### src/rtl/cpu_pkg.sv
// Shared fetch-stage definitions: PCSrc encodings and the sequential PC increment.
package cpu_pkg;

  localparam logic [1:0] PC_SEQ    = 2'b00;
  localparam logic [1:0] PC_BRANCH = 2'b01;
  localparam logic [1:0] PC_JUMP   = 2'b10;
  localparam logic [1:0] PC_JR     = 2'b11;

  localparam int unsigned PC_STEP = 4;

endpackage

### src/rtl/ras_stack.sv
// Circular return-address stack: push-over-full drops the oldest link,
// and a simultaneous push/pop replaces the top in place.
module ras_stack
  import cpu_pkg::*;
#(
  parameter int WIDTH     = 32,
  parameter int RAS_DEPTH = 4
) (
  input  logic                       CLK,
  input  logic                       RST,
  input  logic                       push,
  input  logic                       pop,
  input  logic [WIDTH-1:0]           push_data,
  output logic [WIDTH-1:0]           top,
  output logic                       empty,
  output logic [$clog2(RAS_DEPTH):0] count
);

  localparam int PW = $clog2(RAS_DEPTH);
  localparam logic [PW:0] DEPTH_CNT = (PW+1)'(RAS_DEPTH);

  logic [WIDTH-1:0] mem [RAS_DEPTH];
  logic [PW-1:0]    sp;
  logic [PW-1:0]    sp_inc;
  logic [PW:0]      cnt;
  logic             has_top;
  logic             replace;

  assign has_top = (cnt != '0);
  assign replace = push && pop && has_top;
  assign sp_inc  = sp + 1'b1;

  always_ff @(posedge CLK) begin
    if (RST) begin
      sp  <= '0;
      cnt <= '0;
    end else if (replace) begin
      sp  <= sp;
      cnt <= cnt;
    end else if (push) begin
      sp <= sp_inc;
      if (cnt != DEPTH_CNT) cnt <= cnt + 1'b1;
    end else if (pop && has_top) begin
      sp  <= sp - 1'b1;
      cnt <= cnt - 1'b1;
    end
  end

  // Entries need no reset: anything above cnt is never exposed on top.
  always_ff @(posedge CLK) begin
    if (!RST && push) begin
      if (replace) mem[sp] <= push_data;
      else         mem[sp_inc] <= push_data;
    end
  end

  assign top   = has_top ? mem[sp] : '0;
  assign empty = !has_top;
  assign count = cnt;

endmodule

### src/rtl/pc_sequencer.sv
// Registered fetch-stage program counter with branch/jump/jr targets and a
// return-address stack that checks jr targets against recorded jal links.
module pc_sequencer
  import cpu_pkg::*;
#(
  parameter int               WIDTH     = 32,
  parameter logic [WIDTH-1:0] RESET_PC  = '0,
  parameter int               RAS_DEPTH = 4
) (
  input  logic             CLK,
  input  logic             RST,
  input  logic             pc_ready,
  input  logic             redirect,
  input  logic [1:0]       PCSrc,
  input  logic [WIDTH-1:0] immediate,
  input  logic [25:0]      addr,
  input  logic [WIDTH-1:0] rs,
  input  logic             link,
  input  logic             ret,
  output logic [WIDTH-1:0] curPC,
  output logic             pc_valid,
  output logic [WIDTH-1:0] nextPC,
  output logic [WIDTH-1:0] ras_top,
  output logic             ras_empty,
  output logic             ras_hit
);

  logic [WIDTH-1:0]           pcplus4;
  logic [WIDTH-1:0]           jr_target;
  logic [$clog2(RAS_DEPTH):0] ras_count;
  logic                       push_req;
  logic                       pop_req;

  assign pcplus4   = curPC + WIDTH'(PC_STEP);
  assign jr_target = rs & ~WIDTH'(3);

  always_comb begin
    nextPC = pcplus4;
    case (PCSrc)
      PC_SEQ:    nextPC = pcplus4;
      PC_BRANCH: nextPC = pcplus4 + (immediate << 2);
      PC_JUMP:   nextPC = {pcplus4[WIDTH-1:28], addr, 2'b00};
      PC_JR:     nextPC = jr_target;
      default:   nextPC = pcplus4;
    endcase
  end

  always_ff @(posedge CLK) begin
    if (RST) begin
      curPC    <= RESET_PC;
      pc_valid <= 1'b0;
    end else begin
      pc_valid <= 1'b1;
      if (redirect)                curPC <= nextPC;
      else if (pc_valid && pc_ready) curPC <= pcplus4;
    end
  end

  assign push_req = redirect && link;
  assign pop_req  = redirect && ret && (PCSrc == PC_JR);

  ras_stack #(
    .WIDTH     (WIDTH),
    .RAS_DEPTH (RAS_DEPTH)
  ) u_ras (
    .CLK       (CLK),
    .RST       (RST),
    .push      (push_req),
    .pop       (pop_req),
    .push_data (pcplus4),
    .top       (ras_top),
    .empty     (ras_empty),
    .count     (ras_count)
  );

  // An empty pop still counts as an attempt and clears the hit flag.
  always_ff @(posedge CLK) begin
    if (RST)          ras_hit <= 1'b0;
    else if (pop_req) ras_hit <= (ras_count != '0) && (ras_top == jr_target);
  end

endmodule

### config.mk
export PLATFORM = sky130hd
export DESIGN_NAME = pc_sequencer
export DESIGN_NICKNAME = d
export VERILOG_FILES = /design/src/rtl/cpu_pkg.sv /design/src/rtl/ras_stack.sv /design/src/rtl/pc_sequencer.sv
export SDC_FILE = /design/constraint.sdc
export NUM_CORES = 1
export LEC_CHECK = 0
export CORE_MARGIN = 2
export CORE_UTILIZATION = 40
export CTS_CLUSTER_SIZE = 8
export DETAILED_ROUTE_END_ITERATION = 6
export HOLD_SLACK_MARGIN = 0.02
export PLACE_DENSITY_LB_ADDON = 0.3
export SLEW_MARGIN = 20
export SYNTH_ARGS = -nofsm -noshare
export SYNTH_HDL_FRONTEND = slang
export SYNTH_SLANG_ARGS = --single-unit
### constraint.sdc
create_clock -name CLK -period 10.33 [get_ports CLK]
set_input_delay 2.066 -clock CLK [delete_from_list [all_inputs] [get_ports CLK]]
set_output_delay 2.066 -clock CLK [all_outputs]
set_load 0.005 [all_outputs]
# Word-level counts from Yosys, hierarchy flattened
# Memory sizes are Yosys's and may differ from the RTL's. A register that Yosys moved wholly into a read port is not among the register bits.
# Cells that the tools add are included.
# totals
reg_bits	39
ram_bits	128
input_bits	98
output_inout_bits	99
word_cells	58
mem_count	1
# memory_table
memory	depth	word_bits	read_ports	rd_clocked_by_memory_dff	wr	line_no	text
u_ras.mem	4	32	1	1	1	ras_stack.sv:22	logic [WIDTH-1:0] mem [RAS_DEPTH];
# classes
n_addsub	6
n_eq_ne	6
mux	21
n_bitwise	1
n_reduce_logical	18
# ops
operator	n
32-bit two-way mux	4
32-bit case mux with 4 select lines	1
32-bit by 3-bit adder with 32-bit output (second input constant)	1
32-bit adder	1
32-bit equality test	1
32-bit OR reduction	1
2-bit two-way mux	5
1-bit logical AND	9
3-bit two-way mux	3
1-bit two-way mux	8
2-bit equality test (second input constant)	2
2-bit nonzero test	2
3-bit by 1-bit adder with 3-bit output (second input constant)	1
3-bit inequality test (second input constant)	1
3-bit AND reduction	1
3-bit nonzero test	1
3-bit by 1-bit subtractor with 3-bit output (second input constant)	1
2-bit by 1-bit adder with 2-bit output (second input constant)	1
2-bit by 1-bit equality test with 1-bit output (second input constant)	1
1-bit logical NOT	2
2-bit logical NOT	1
2-bit inequality test (second input constant)	1
2-bit AND reduction	1
2-bit by 1-bit subtractor with 2-bit output (second input constant)	1
1-bit inverter	1

# Longest topological paths before layout
# depth
depth_word	9
ltp_mapped	17

# By module
# A second synthesis with hierarchy kept.
# hier_totals
cells_unflattened	902
area_unflattened_um2	10446.3
# modules_own_cells
module	instances	cells_each	area_each_um2	seq_area_each_um2
ras_stack	1	246	5336.4	3983.8
pc_sequencer	1	656	5109.9	680.7

# Least setup slack after synthesis
# Ideal clock, no wire load.
# synth_timing
path_kind	input to output
startpoint	input port immediate[0]
endpoint	output port nextPC[20]
t_arrival_ns	4.214
required_time_ns	8.264
path_slack_ns	4.050
path_stages	11
path_cell_list	ha_1 > inv_1 > fa_1 > nand2b_1 > a211oi_1 > o31ai_1 > a221oi_1 > a21boi_1 > o21ai_0 > mux2i_1 > o21ai_0
# synth_via
elab_chain_len	2
# synth_rtl
element	line_no	text
start: declaration	pc_sequencer.sv:15	input logic [WIDTH-1:0] immediate,
32-bit adder	pc_sequencer.sv:41	PC_BRANCH: nextPC = pcplus4 + (immediate << 2);
32-bit case mux with 4 select lines	pc_sequencer.sv:39	case (PCSrc)
end: declaration	pc_sequencer.sv:22	output logic [WIDTH-1:0] nextPC,
# No other way between the ends.

# Worst setup path in the final report
# layout_timing
startpoint	register curPC[2]
endpoint	output port nextPC[31]
# layout_via
elab_chain_len	3
# layout_rtl
element	line_no	text
start: declaration	pc_sequencer.sv:20	output logic [WIDTH-1:0] curPC,
start signal: assignment	pc_sequencer.sv:54	if (redirect) curPC <= nextPC;
start signal: assignment	pc_sequencer.sv:55	else if (pc_valid && pc_ready) curPC <= pcplus4;
32-bit by 3-bit adder with 32-bit output	pc_sequencer.sv:34	assign pcplus4 = curPC + WIDTH'(PC_STEP);
named net pcplus4[14]	pc_sequencer.sv:28	logic [WIDTH-1:0] pcplus4;
32-bit adder	pc_sequencer.sv:41	
32-bit case mux with 4 select lines	pc_sequencer.sv:39	
# The timed path passes the listed nets, and every way through them passes these cells.

==> metrics.txt <==
# TYPE chip_impl_metric gauge
chip_impl_metric{name="largest_net_degree_at_the_start_of_global_routing",unit=""} 41
chip_impl_metric{name="number_of_buffers_added_on_ports",unit=""} 192
chip_impl_metric{name="clock-skew-final",unit="ns"} 0.0125
chip_impl_info{name="tritoncts",value="built"} 1
chip_impl_metric{name="post_synth_instance_area",unit="mm2"} 0.0101
chip_impl_metric{name="timing.critical_path.arrival",unit="ns"} 6.42
chip_impl_metric{name="yosys.area_share.simple",unit="%"} 14.4
chip_impl_metric{name="floorplan.die.height",unit="um"} 163
chip_impl_info{name="holdCritPathClass",value="register to register"} 1
chip_impl_metric{name="cts-htree-levels",unit=""} 4
chip_impl_metric{name="path_max_fanout",unit=""} 7
chip_impl_metric{name="floorplan.io_pins",unit=""} 197
chip_impl_metric{name="place_hpwl",unit="um"} 23200
chip_impl_metric{name="vias_in_the_first_global_route",unit=""} 7788
chip_impl_info{name="synth.most_common_cell",value="edfxtp_1"} 1
chip_impl_info{name="cp-endpoint",value="nextPC[31]"} 1
chip_impl_info{name="synth_top_area_cell",value="edfxtp_1"} 1
chip_impl_metric{name="synth_compound_area_share",unit="%"} 10.6
chip_impl_info{name="rr_startpoint",value="curPC[2]"} 1
chip_impl_metric{name="routed_via_density",unit=""} 5.72
chip_impl_metric{name="clk_path_buf_depth",unit=""} 2
chip_impl_metric{name="fin_setup_tns",unit="ns"} 0
chip_impl_metric{name="floorplan.rows",unit=""} 58
chip_impl_metric{name="fin_crit_period",unit="ns"} 8.48
chip_impl_info{name="status",value="finished clean"} 1
chip_impl_metric{name="synth_cell_type_count",unit=""} 65
chip_impl_metric{name="worstPathRequired",unit="ns"} 8.26
chip_impl_info{name="kind_of_start_point_of_the_critical_path",value="register"} 1
chip_impl_metric{name="final_design_area_no_fill",unit="mm2"} 0.0129
chip_impl_info{name="critical_path.startpoint",value="curPC[2]"} 1
chip_impl_metric{name="placeableCoreArea",unit="mm2"} 0.0250
chip_impl_metric{name="part_of_the_cycle_the_worst_path_needs",unit="%"} 82.1
chip_impl_metric{name="area_growth",unit="%"} 28.0
chip_impl_info{name="timing.setup.critical_path_class",value="register to output port"} 1
chip_impl_metric{name="ys_warn_count",unit=""} 0
chip_impl_metric{name="postCtsHoldBufs",unit=""} 0
chip_impl_metric{name="nets_in_the_synthesized_netlist",unit=""} 1019
chip_impl_metric{name="postLayoutSetupSlackWorst",unit="ns"} 1.85
chip_impl_metric{name="fp.dieW",unit="um"} 163
chip_impl_metric{name="clock_latency_reported_for_the_late_side_of_the_worst_skew_pair",unit="ns"} 0.44
chip_impl_metric{name="count_of_flip_flops_with_a_built_in_enable_after_synthesis",unit=""} 128
chip_impl_metric{name="post_synthesis_register_bit_count",unit=""} 169
chip_impl_metric{name="area_post_placement",unit="mm2"} 0.0123
chip_impl_metric{name="layout-drive-gt1-share",unit="%"} 10.6
chip_impl_metric{name="wl",unit="um"} 32000
chip_impl_metric{name="final_hold_viol_count",unit=""} 0
chip_impl_info{name="rsz0062_at_grt",value="no"} 1
chip_impl_metric{name="global_route.overflow_total",unit=""} 0
chip_impl_metric{name="grt_util_all_layers",unit="%"} 24.5
chip_impl_info{name="synth-main-ff-cell",value="edfxtp_1"} 1
chip_impl_metric{name="synth.avg_cell_area",unit="um2"} 11.4
chip_impl_metric{name="first_pass_grt_wire_length",unit="um"} 47700
chip_impl_info{name="endpoint_class_of_the_critical_path",value="output port"} 1
chip_impl_metric{name="fp.dieArea",unit="mm2"} 0.0265
chip_impl_metric{name="route.vias.total",unit=""} 8026
chip_impl_metric{name="gp_congestion",unit=""} 0.913
chip_impl_metric{name="netlist_instances",unit=""} 882
chip_impl_metric{name="cts.repair.resized",unit=""} 0
chip_impl_metric{name="report.final.setup_viol",unit=""} 0
chip_impl_metric{name="synthAdderAreaFrac",unit="%"} 4.99
chip_impl_metric{name="power_dens_cells",unit="mW/mm2"} 150
chip_impl_info{name="clock_tree.root_cell",value="clkbuf_16"} 1
chip_impl_metric{name="p_leak",unit="uW"} 0.00465
chip_impl_metric{name="layout.nets",unit=""} 1196
chip_impl_metric{name="max-slew-margin-rel",unit="%"} 28.4
chip_impl_metric{name="timing.reg2reg.setup_slack",unit="ns"} 4.88
chip_impl_metric{name="drt_pre_antenna_iters",unit=""} 5
chip_impl_metric{name="setup_bufs_post_cts",unit=""} 0
chip_impl_metric{name="power",unit="uW"} 1940
chip_impl_metric{name="yosys.area_share.xor_xnor",unit="%"} 9.47
chip_impl_metric{name="synth.yosys.seq_area_share",unit="%"} 46.2
chip_impl_metric{name="worst_ir_drop_vdd",unit="mV"} 0.101
chip_impl_metric{name="place_ws",unit="ns"} 2.36
chip_impl_metric{name="maxClockFrequency",unit="GHz"} 0.118
chip_impl_metric{name="synth_top_cell_area_share",unit="%"} 38.1
chip_impl_metric{name="cts-buffers-inserted",unit=""} 17
chip_impl_metric{name="antenna_violations_before_repair",unit=""} 0
chip_impl_info{name="synth.top_cells.by_area",value="edfxtp_1, mux4_2, dfxtp_1"} 1
chip_impl_info{name="reg2reg_to",value="curPC[31]"} 1
chip_impl_metric{name="clk_pin_slew_worst_paths",unit="ns"} 0.07
chip_impl_metric{name="synth_async_sr_flop_share",unit="%"} 0
chip_impl_info{name="main_combinational_cell_family_by_area_after_synthesis",value="simple AND/OR/NAND/NOR gates"} 1
chip_impl_metric{name="initial_core_util",unit="%"} 40.4
chip_impl_metric{name="finalMaxSlewViolations",unit=""} 0
chip_impl_metric{name="wl_per_cell",unit="um"} 22.8
chip_impl_metric{name="synth.mux.area_fraction",unit="%"} 11.7
chip_impl_metric{name="post-route-drc-count",unit=""} 0
chip_impl_info{name="commonest_cells_in_the_synthesized_netlist",value="edfxtp_1, nor2_1, xnor2_1, nand2_1, a21oi_1"} 1
chip_impl_metric{name="ff2ff_path_depth",unit=""} 17
chip_impl_metric{name="drtAntennaViolNets",unit=""} 0
chip_impl_metric{name="tightest_slew",unit="ns"} 1.07
chip_impl_metric{name="drt_iter0_markers",unit=""} 705
chip_impl_metric{name="drv.max_cap_violation_count",unit=""} 0
chip_impl_metric{name="holdPathStages",unit=""} 2
chip_impl_metric{name="antenna-diode-count",unit=""} 0
chip_impl_metric{name="numClockSinks",unit=""} 169
## state kept, by name, indices dropped and copies added, names as in the netlist, named ones only
signal / count
u_ras.mem: 128
ras_hit: 1
u_ras.count: 3
curPC: 32
pc_valid: 1
u_ras.sp: 2
## cell families after synthesis
group           after synthesis
xor+xnor                    109
mux                          58
simple gates                275
fa+ha+maj                    39
flops                       169
buf+inv                      65
compound gates              167
## layer usage
metal	share of wire (%)	GRT usage, %
met1	43	33.9
met2	46	39.0
met3	7.7	4.28
met4	2.8	8.61
met5	0	0
## worst max-delay path, cell delays in order (launching register included)
cell,delay [ns]
dfxtp_1,0.45
ha_1,0.28
nand3_1,0.23
nor3_1,0.38
nand3_1,0.23
nor2_1,0.49
nand3_1,0.16
xnor2_1,0.51
ha_1,0.32
nand2_1,0.13
o211ai_1,0.20
and4_1,0.26
o21ai_0,0.15
a2111oi_2,0.56
nor2_1,0.18
a311oi_1,0.47
nor3_1,0.09
nor3_1,0.30
clkdlybuf4s50_1,0.57
## through the flow
| step | hold slack (ns) | instances | utilization [%] |
|---|---|---|---|
| after floorplan | 0.448 | 882 | - |
| after global placement | 0.475 | 1370 | 49.4 |
| after detailed placement | 0.481 | 1370 | 49.4 |
| after CTS | 0.510 | 1402 | 51.7 |
| after global routing | 0.534 | 1402 | 51.7 |
| final | 0.511 | 1402 | 51.7 |
## worst min path at each step
| stage | startpoint | endpoint | slack (ns) |
|---|---|---|---|
| 2_1_floorplan | ras_hit | ras_hit | 0.45 |
| 3_3_place_gp | ras_hit | ras_hit | 0.48 |
| 3_5_place_dp | ras_hit | ras_hit | 0.48 |
| 4_1_cts | ras_hit | ras_hit | 0.51 |
| 5_1_grt | ras_hit | ras_hit | 0.53 |
| 6_report | ras_hit | ras_hit | 0.51 |
## layout by cell type, fill, tap and decap left out, types with 4 or more instances in the layout
cell / n
a211oi_1: 13
a21o_1: 13
a21oi_1: 56
a311oi_1: 4
a31oi_1: 7
and2_1: 8
and3_1: 6
buf_4: 11
clkbuf_16: 17
clkdlybuf4s50_1: 190
dfxtp_1: 40
edfxtp_1: 128
ha_1: 37
inv_1: 19
inv_6: 4
mux2i_1: 8
mux4_2: 48
nand2_1: 58
nand2b_1: 8
nand3_1: 29
nand4_1: 15
nor2_1: 64
nor2b_1: 37
nor3_1: 11
nor4_1: 7
o211a_1: 5
o21a_1: 9
o21ai_0: 30
o22ai_1: 5
or3_1: 5
xnor2_1: 60
xor2_1: 49
## final cells by class
cell class | count | area (um2)
clock buffers | 20 | 457
clock inverters | 12 | 128
fillers | 2254 | 12100
inverters | 20 | 75.1
multi-input cells | 648 | 5170
flip-flops and latches | 169 | 4670
well taps | 330 | 413
repair buffers | 203 | 1990
## power by group
group          internal [uW]  switching (uW)
logic                    250             265
registers                756            29.4
clock network            353             286
Note: power is estimated with default switching activity, not from simulation.
